$ cat config.mk
export PLATFORM = sky130hd
export DESIGN_NAME = pe_weight_loader
export DESIGN_NICKNAME = d
export VERILOG_FILES = /design/src/rtl/pe_weight_loader.sv
export SDC_FILE = /design/constraint.sdc
export NUM_CORES = 1
export LEC_CHECK = 0
export CAP_MARGIN = 20
export CORE_UTILIZATION = 41
export CTS_CLUSTER_SIZE = 24
export DETAILED_ROUTE_END_ITERATION = 8
export GPL_TIMING_DRIVEN = 0
export PLACE_DENSITY = 0.73
export REMOVE_ABC_BUFFERS = 1
export SLEW_MARGIN = 20
export SYNTH_ARGS = -nofsm -noshare
export SYNTH_HDL_FRONTEND = slang
export SYNTH_SLANG_ARGS = --single-unit
$ cat constraint.sdc
create_clock -name clk -period 2.1 [get_ports clk]
set_clock_uncertainty 0.05 [all_clocks]
set_input_delay 0.42 -clock clk [delete_from_list [all_inputs] [get_ports clk]]
set_output_delay 0.42 -clock clk [all_outputs]
set_load 0.01 [all_outputs]
$ cat src/rtl/pe_weight_loader.sv
`default_nettype none
//============================================================================
// Module : pe_weight_loader
// Brief  : Streams one tile of ROWS weight words into the top PE of a
//          systolic column, then issues a single weight-bank switch pulse.
//          Define WLOAD_REVERSE_EN to buffer the tile and emit it last-first.
// Rev    : 1.0 - initial release
//============================================================================
module pe_weight_loader #(
    parameter int DATA_WIDTH = 16,
    parameter int ROWS       = 4
) (
    input  logic                  clk,
    input  logic                  rst,
    input  logic [DATA_WIDTH-1:0] s_weight_data,
    input  logic                  s_weight_valid,
    output logic                  s_weight_ready,
    input  logic                  sw_allow,
    output logic [DATA_WIDTH-1:0] pe_weight_out,
    output logic                  pe_accept_w_out,
    output logic                  pe_switch_out,
    output logic                  busy,
    output logic                  tile_done
);

    localparam int c_cnt_w = $clog2(ROWS) + 1;
    localparam logic [c_cnt_w-1:0] c_one     = c_cnt_w'(1);
    localparam logic [c_cnt_w-1:0] c_last_m1 = c_cnt_w'(ROWS - 1);

`ifdef WLOAD_REVERSE_EN
    typedef enum logic [2:0] {
        IDLE    = 3'd0,
        LOAD    = 3'd1,
        SW_WAIT = 3'd2,
        SWITCH  = 3'd3,
        EMIT    = 3'd4
    } state_t;
`else
    typedef enum logic [2:0] {
        IDLE    = 3'd0,
        LOAD    = 3'd1,
        SW_WAIT = 3'd2,
        SWITCH  = 3'd3
    } state_t;
`endif

    state_t                r_state;
    logic [c_cnt_w-1:0]    r_count;
    logic [DATA_WIDTH-1:0] r_weight;
    logic                  r_accept;
    logic                  r_switch;
    logic                  r_done;
    logic                  r_ready;
    logic                  w_hs;

    assign w_hs = s_weight_valid && r_ready;

`ifdef WLOAD_REVERSE_EN
    localparam logic [c_cnt_w-2:0] c_idx_one = (c_cnt_w-1)'(1);

    logic [DATA_WIDTH-1:0] r_buf [ROWS];
    logic [c_cnt_w-2:0]    w_cap_idx;
    logic [c_cnt_w-2:0]    w_emit_idx;

    // Count is the next capture slot while loading and one past the next
    // word to emit while draining, so both indices fall out of it directly.
    assign w_cap_idx  = r_count[c_cnt_w-2:0];
    assign w_emit_idx = r_count[c_cnt_w-2:0] - c_idx_one;

    always_ff @(posedge clk) begin
        if (w_hs) begin
            r_buf[w_cap_idx] <= s_weight_data;
        end
    end
`endif

    always_ff @(posedge clk or posedge rst) begin
        if (rst) begin
            r_state  <= IDLE;
            r_count  <= '0;
            r_weight <= '0;
            r_accept <= 1'b0;
            r_switch <= 1'b0;
            r_done   <= 1'b0;
            r_ready  <= 1'b0;
        end else begin
            r_accept <= 1'b0;
            r_switch <= 1'b0;
            r_done   <= 1'b0;
            case (r_state)
                IDLE: begin
                    r_ready <= 1'b1;
                    if (w_hs) begin
                        r_count <= c_one;
                        r_state <= LOAD;
`ifndef WLOAD_REVERSE_EN
                        r_weight <= s_weight_data;
                        r_accept <= 1'b1;
`endif
                    end
                end
                LOAD: begin
                    if (w_hs) begin
                        r_count <= r_count + c_one;
`ifndef WLOAD_REVERSE_EN
                        r_weight <= s_weight_data;
                        r_accept <= 1'b1;
`endif
                        if (r_count == c_last_m1) begin
                            r_ready <= 1'b0;
`ifdef WLOAD_REVERSE_EN
                            r_state <= EMIT;
`else
                            r_state <= SW_WAIT;
`endif
                        end
                    end
                end
`ifdef WLOAD_REVERSE_EN
                EMIT: begin
                    r_weight <= r_buf[w_emit_idx];
                    r_accept <= 1'b1;
                    r_count  <= r_count - c_one;
                    if (r_count == c_one) begin
                        r_state <= SW_WAIT;
                    end
                end
`endif
                SW_WAIT: begin
                    // Hold off one cycle after the last shift so the switch
                    // never lands right behind an accept pulse.
                    if (sw_allow && !r_accept) begin
                        r_state  <= SWITCH;
                        r_switch <= 1'b1;
                        r_done   <= 1'b1;
                    end
                end
                SWITCH: begin
                    r_state <= IDLE;
                    r_count <= '0;
                    r_ready <= 1'b1;
                end
                default: begin
                    r_state <= IDLE;
                    r_count <= '0;
                    r_ready <= 1'b0;
                end
            endcase
        end
    end

    assign s_weight_ready  = r_ready;
    assign pe_weight_out   = r_weight;
    assign pe_accept_w_out = r_accept;
    assign pe_switch_out   = r_switch;
    assign tile_done       = r_done;
    assign busy            = (r_state != IDLE);

endmodule
`default_nettype wire

==> out/results.ini, run 1 <==
[critical_path]
end_kind = flip-flop
arrival_ns = 2.05
crit_required_ns = 2.25
r2r-start = r_state[0]
path_max_fanout = 17
critical_path_class = reg2reg
regToRegSetupSlack_ns = 0.20
reg2regPathDepth = 5
reg2reg_to = pe_weight_out[0]
setup.worst_path.start_class = flip-flop

[synthesis]
yosys.area_share.simple = 0.0603
synthMuxAreaShare = 0.247
synth_top_family_by_area = multiplexers
syn_inst = 79
synth-main-ff-cell = dfrtp_1
async_flop_share = 1.00
syn_avg_cell_area_um2 = 14.7
synth-seq-area-share = 0.517
ys_warn_count = 0
synthAdderAreaFrac = 0.0754
synth_top_cell_area_share = 0.517
synth_xor_area_frac = 0
synth_enable_flop_cells = 0
synthTopCellsByCount = 24 x dfrtp_1, 11 x mux2_4, 9 x mux2_2, 8 x inv_1, 7 x ha_1
synth_top_cell_by_area = dfrtp_1
ys_ff_latch = 24
synth-compound-area-share = 0.0550
synthTopCellsByArea = dfrtp_1 52%, mux2_4 14%, mux2_2 8.7%, ha_1 7.5%, inv_1 2.6%
synth_cell_types = 22
synth.most_common_cell = dfrtp_1
netlist_area_mm2 = 0.00116

[route]
wl_per_cell_um = 14.3
firstDrtPassIters = 3
drtIter0Drc = 2
wirelength_um = 2190
vias = 761
via_per_inst = 4.97
drc = 0
ant_nets = 0

[cells_and_area]
drive_gt1_frac = 0.252
fin_cells = 153
fin_nets = 151
antenna_cells = 0
synthToLayoutAreaGrowth_pct = 40.1
fillers = 200
multi_input_area_um2 = 508
seq_area_um2 = 601

[power_and_ir_drop]
combPwrFrac = 0.063
pwr-share-seq = 0.618
clockPowerShare = 0.319
p_sw_uw = 148
sw_frac_of_total = 0.198
p_per_area_mw_per_mm2 = 460
p_leak_nw = 0.821
cell_internal_pwr_uw = 599
peakVddDrop_mv = 0.406

[global_route]
grt-ovfl-total = 0
grt_pass1_vias = 829
grt_pass1_wl_um = 3670
antenna_found_initial = 0
grt_util_all_layers = 0.152
grt_max_degree = 25

[die]
start_util = 0.452
coreArea_mm2 = 0.00257
rows = 18
die-area_mm2 = 0.00305
die_y_um = 55.2
io_pins = 41
die_w_um = 55.2

[place]
hpwl_um = 1650
port_buffers = 40
gp_congestion = 0.754
dp_cells = 147

[timing]
rsz0062_at_grt = false
worstMarginPinSlew_ns = 0.898
finalHoldViolations = 0
finalSetupTns_ns = 0
slew_violations = 0
relSlewSlack = 0.401
finalSetupViolCount = 0
finalCritPeriodShare = 0.907
finalCriticalPeriod_ns = 1.90
fmax_ghz = 0.525

[cts]
cts_tree = yes
numCtsBuffers = 3
cts_max_level = 1
cts_hold_buffers = 0
insertion_delay_ns = 0.30
clkSinkCount = 24
clk_pin_slew_ns = 0.13
clockBufferDepth = 2
cts-root-buf = clkbuf_4

[worst_hold_path]
min-delay-start = pe_weight_out[3]
hp-class = reg2reg
hold_path_depth = 1
whs_endpoint = pe_weight_out[3]

[flow_run]
maxCapViolCount = 0

[run_status]
status = complete, no violations

[repair_timing]
| action | CTS | global route |
|---|---|---|
| resized for setup | 1 | 0 |
| endpoints found under the setup margin | 1 | 0 |
| buffers inserted | 2 | 0 |
| hold endpoints to repair | 0 | 0 |
[cell families after synthesis]
group | after synthesis
simple gates | 10
fa+ha+maj | 7
flops | 24
buf+inv | 10
compound gates | 6
mux | 22
[power groups by stage]
| stage | Clock (mW) | Sequential [mW] | Combinational, mW |
|---|---|---|---|
| after global placement | 0 | 0.471 | 0.0471 |
| after floorplan | 0 | 0.471 | 0.00935 |
| after global routing | 0.268 | 0.462 | 0.0518 |
| after detailed placement | 0 | 0.471 | 0.0482 |
| after CTS | 0.250 | 0.462 | 0.0483 |
| final | 0.239 | 0.462 | 0.0470 |
[worst max path at each step]
stage,from,to,cells past startpoint
after detailed placement,s_weight_valid,r_state[1],4
after CTS,r_state[0],pe_weight_out[0],5
after floorplan,r_state[1],r_state[1],5
final,r_state[0],pe_weight_out[0],5
after global routing,r_state[0],pe_weight_out[4],5
after global placement,s_weight_valid,r_state[1],4
[layout by cell type, fill, tap and decap left out, drive strengths merged]
| cell | count |
|---|---|
| clkdlybuf4s50 | 39 |
| dfrtp | 24 |
| mux2 | 20 |
| inv | 8 |
| ha | 7 |
| clkbuf | 4 |
| nand2 | 2 |
| o21ai | 2 |
| mux2i | 2 |
| buf | 2 |
| or2 | 1 |
| nand3 | 1 |
| and3 | 1 |
| nand2b | 1 |
| nor2 | 1 |
| nor2b | 1 |
| a221oi | 1 |
| nor3 | 1 |
| o32a | 1 |
| a211oi | 1 |
| o2bb2ai | 1 |
| or2b | 1 |
| dlygate4sd2 | 1 |
[final cells by class]
cell class,count,area share
Timing Repair Buffer,42,0.255
Multi-Input combinational cell,45,0.312
Inverter,8,0.0185
Sequential cell,24,0.369
Tap cell,30,0.0231
Clock buffer,4,0.0223
[layer usage]
| metal | vias to the layer above | share of wire | global-route usage |
|---|---|---|---|
| li1 | 360 | - | - |
| met1 | 374 | 0.45 | 0.195 |
| met2 | 27 | 0.47 | 0.253 |
| met3 | 0 | 0.074 | 0.0468 |
| met4 | 0 | 0 | 0.0321 |
| met5 | - | 0 | 0 |
[sequential cells by signal, summed over array words and instances, names as in the netlist]
name             cells
tile_done            1
r_count              3
pe_weight_out       16
pe_accept_w_out      1
s_weight_ready       1
r_state              2
[worst max-delay path, stage by stage (launching register included)]
cell     delay [ns]
dfrtp_1        0.40
buf_4          0.14
ha_1           0.24
or2_4          0.31
nand3_4        0.27
mux2_2         0.39
[per-stage QoR]
| stage | total power, mW | instance area [um^2] | hold WS, ns | worst slack (ns) | util |
|---|---|---|---|---|---|
| floorplan | 0.480 | 1140 | 0.385 | 0.364 | - |
| global route | 0.782 | 1630 | 0.497 | 0.0917 | 0.634 |
| global placement | 0.518 | 1580 | 0.438 | 0.161 | 0.614 |
| finish | 0.748 | 1630 | 0.478 | 0.196 | 0.634 |
| detailed placement | 0.519 | 1580 | 0.445 | 0.130 | 0.614 |
| CTS | 0.760 | 1630 | 0.478 | 0.190 | 0.634 |
Power figures use the tool's default switching activity.
==> inputs of run 2 (changes only) <==
--- a/config.mk
+++ b/config.mk
@@ -9,6 +9,7 @@
 export CORE_UTILIZATION = 41
 export CTS_CLUSTER_SIZE = 24
 export DETAILED_ROUTE_END_ITERATION = 8
+export GPL_ROUTABILITY_DRIVEN = 0
 export GPL_TIMING_DRIVEN = 0
 export PLACE_DENSITY = 0.73
 export REMOVE_ABC_BUFFERS = 1
==> results of run 2 <==
No change in the layout: final DEF, timing and power equal those of run 1.
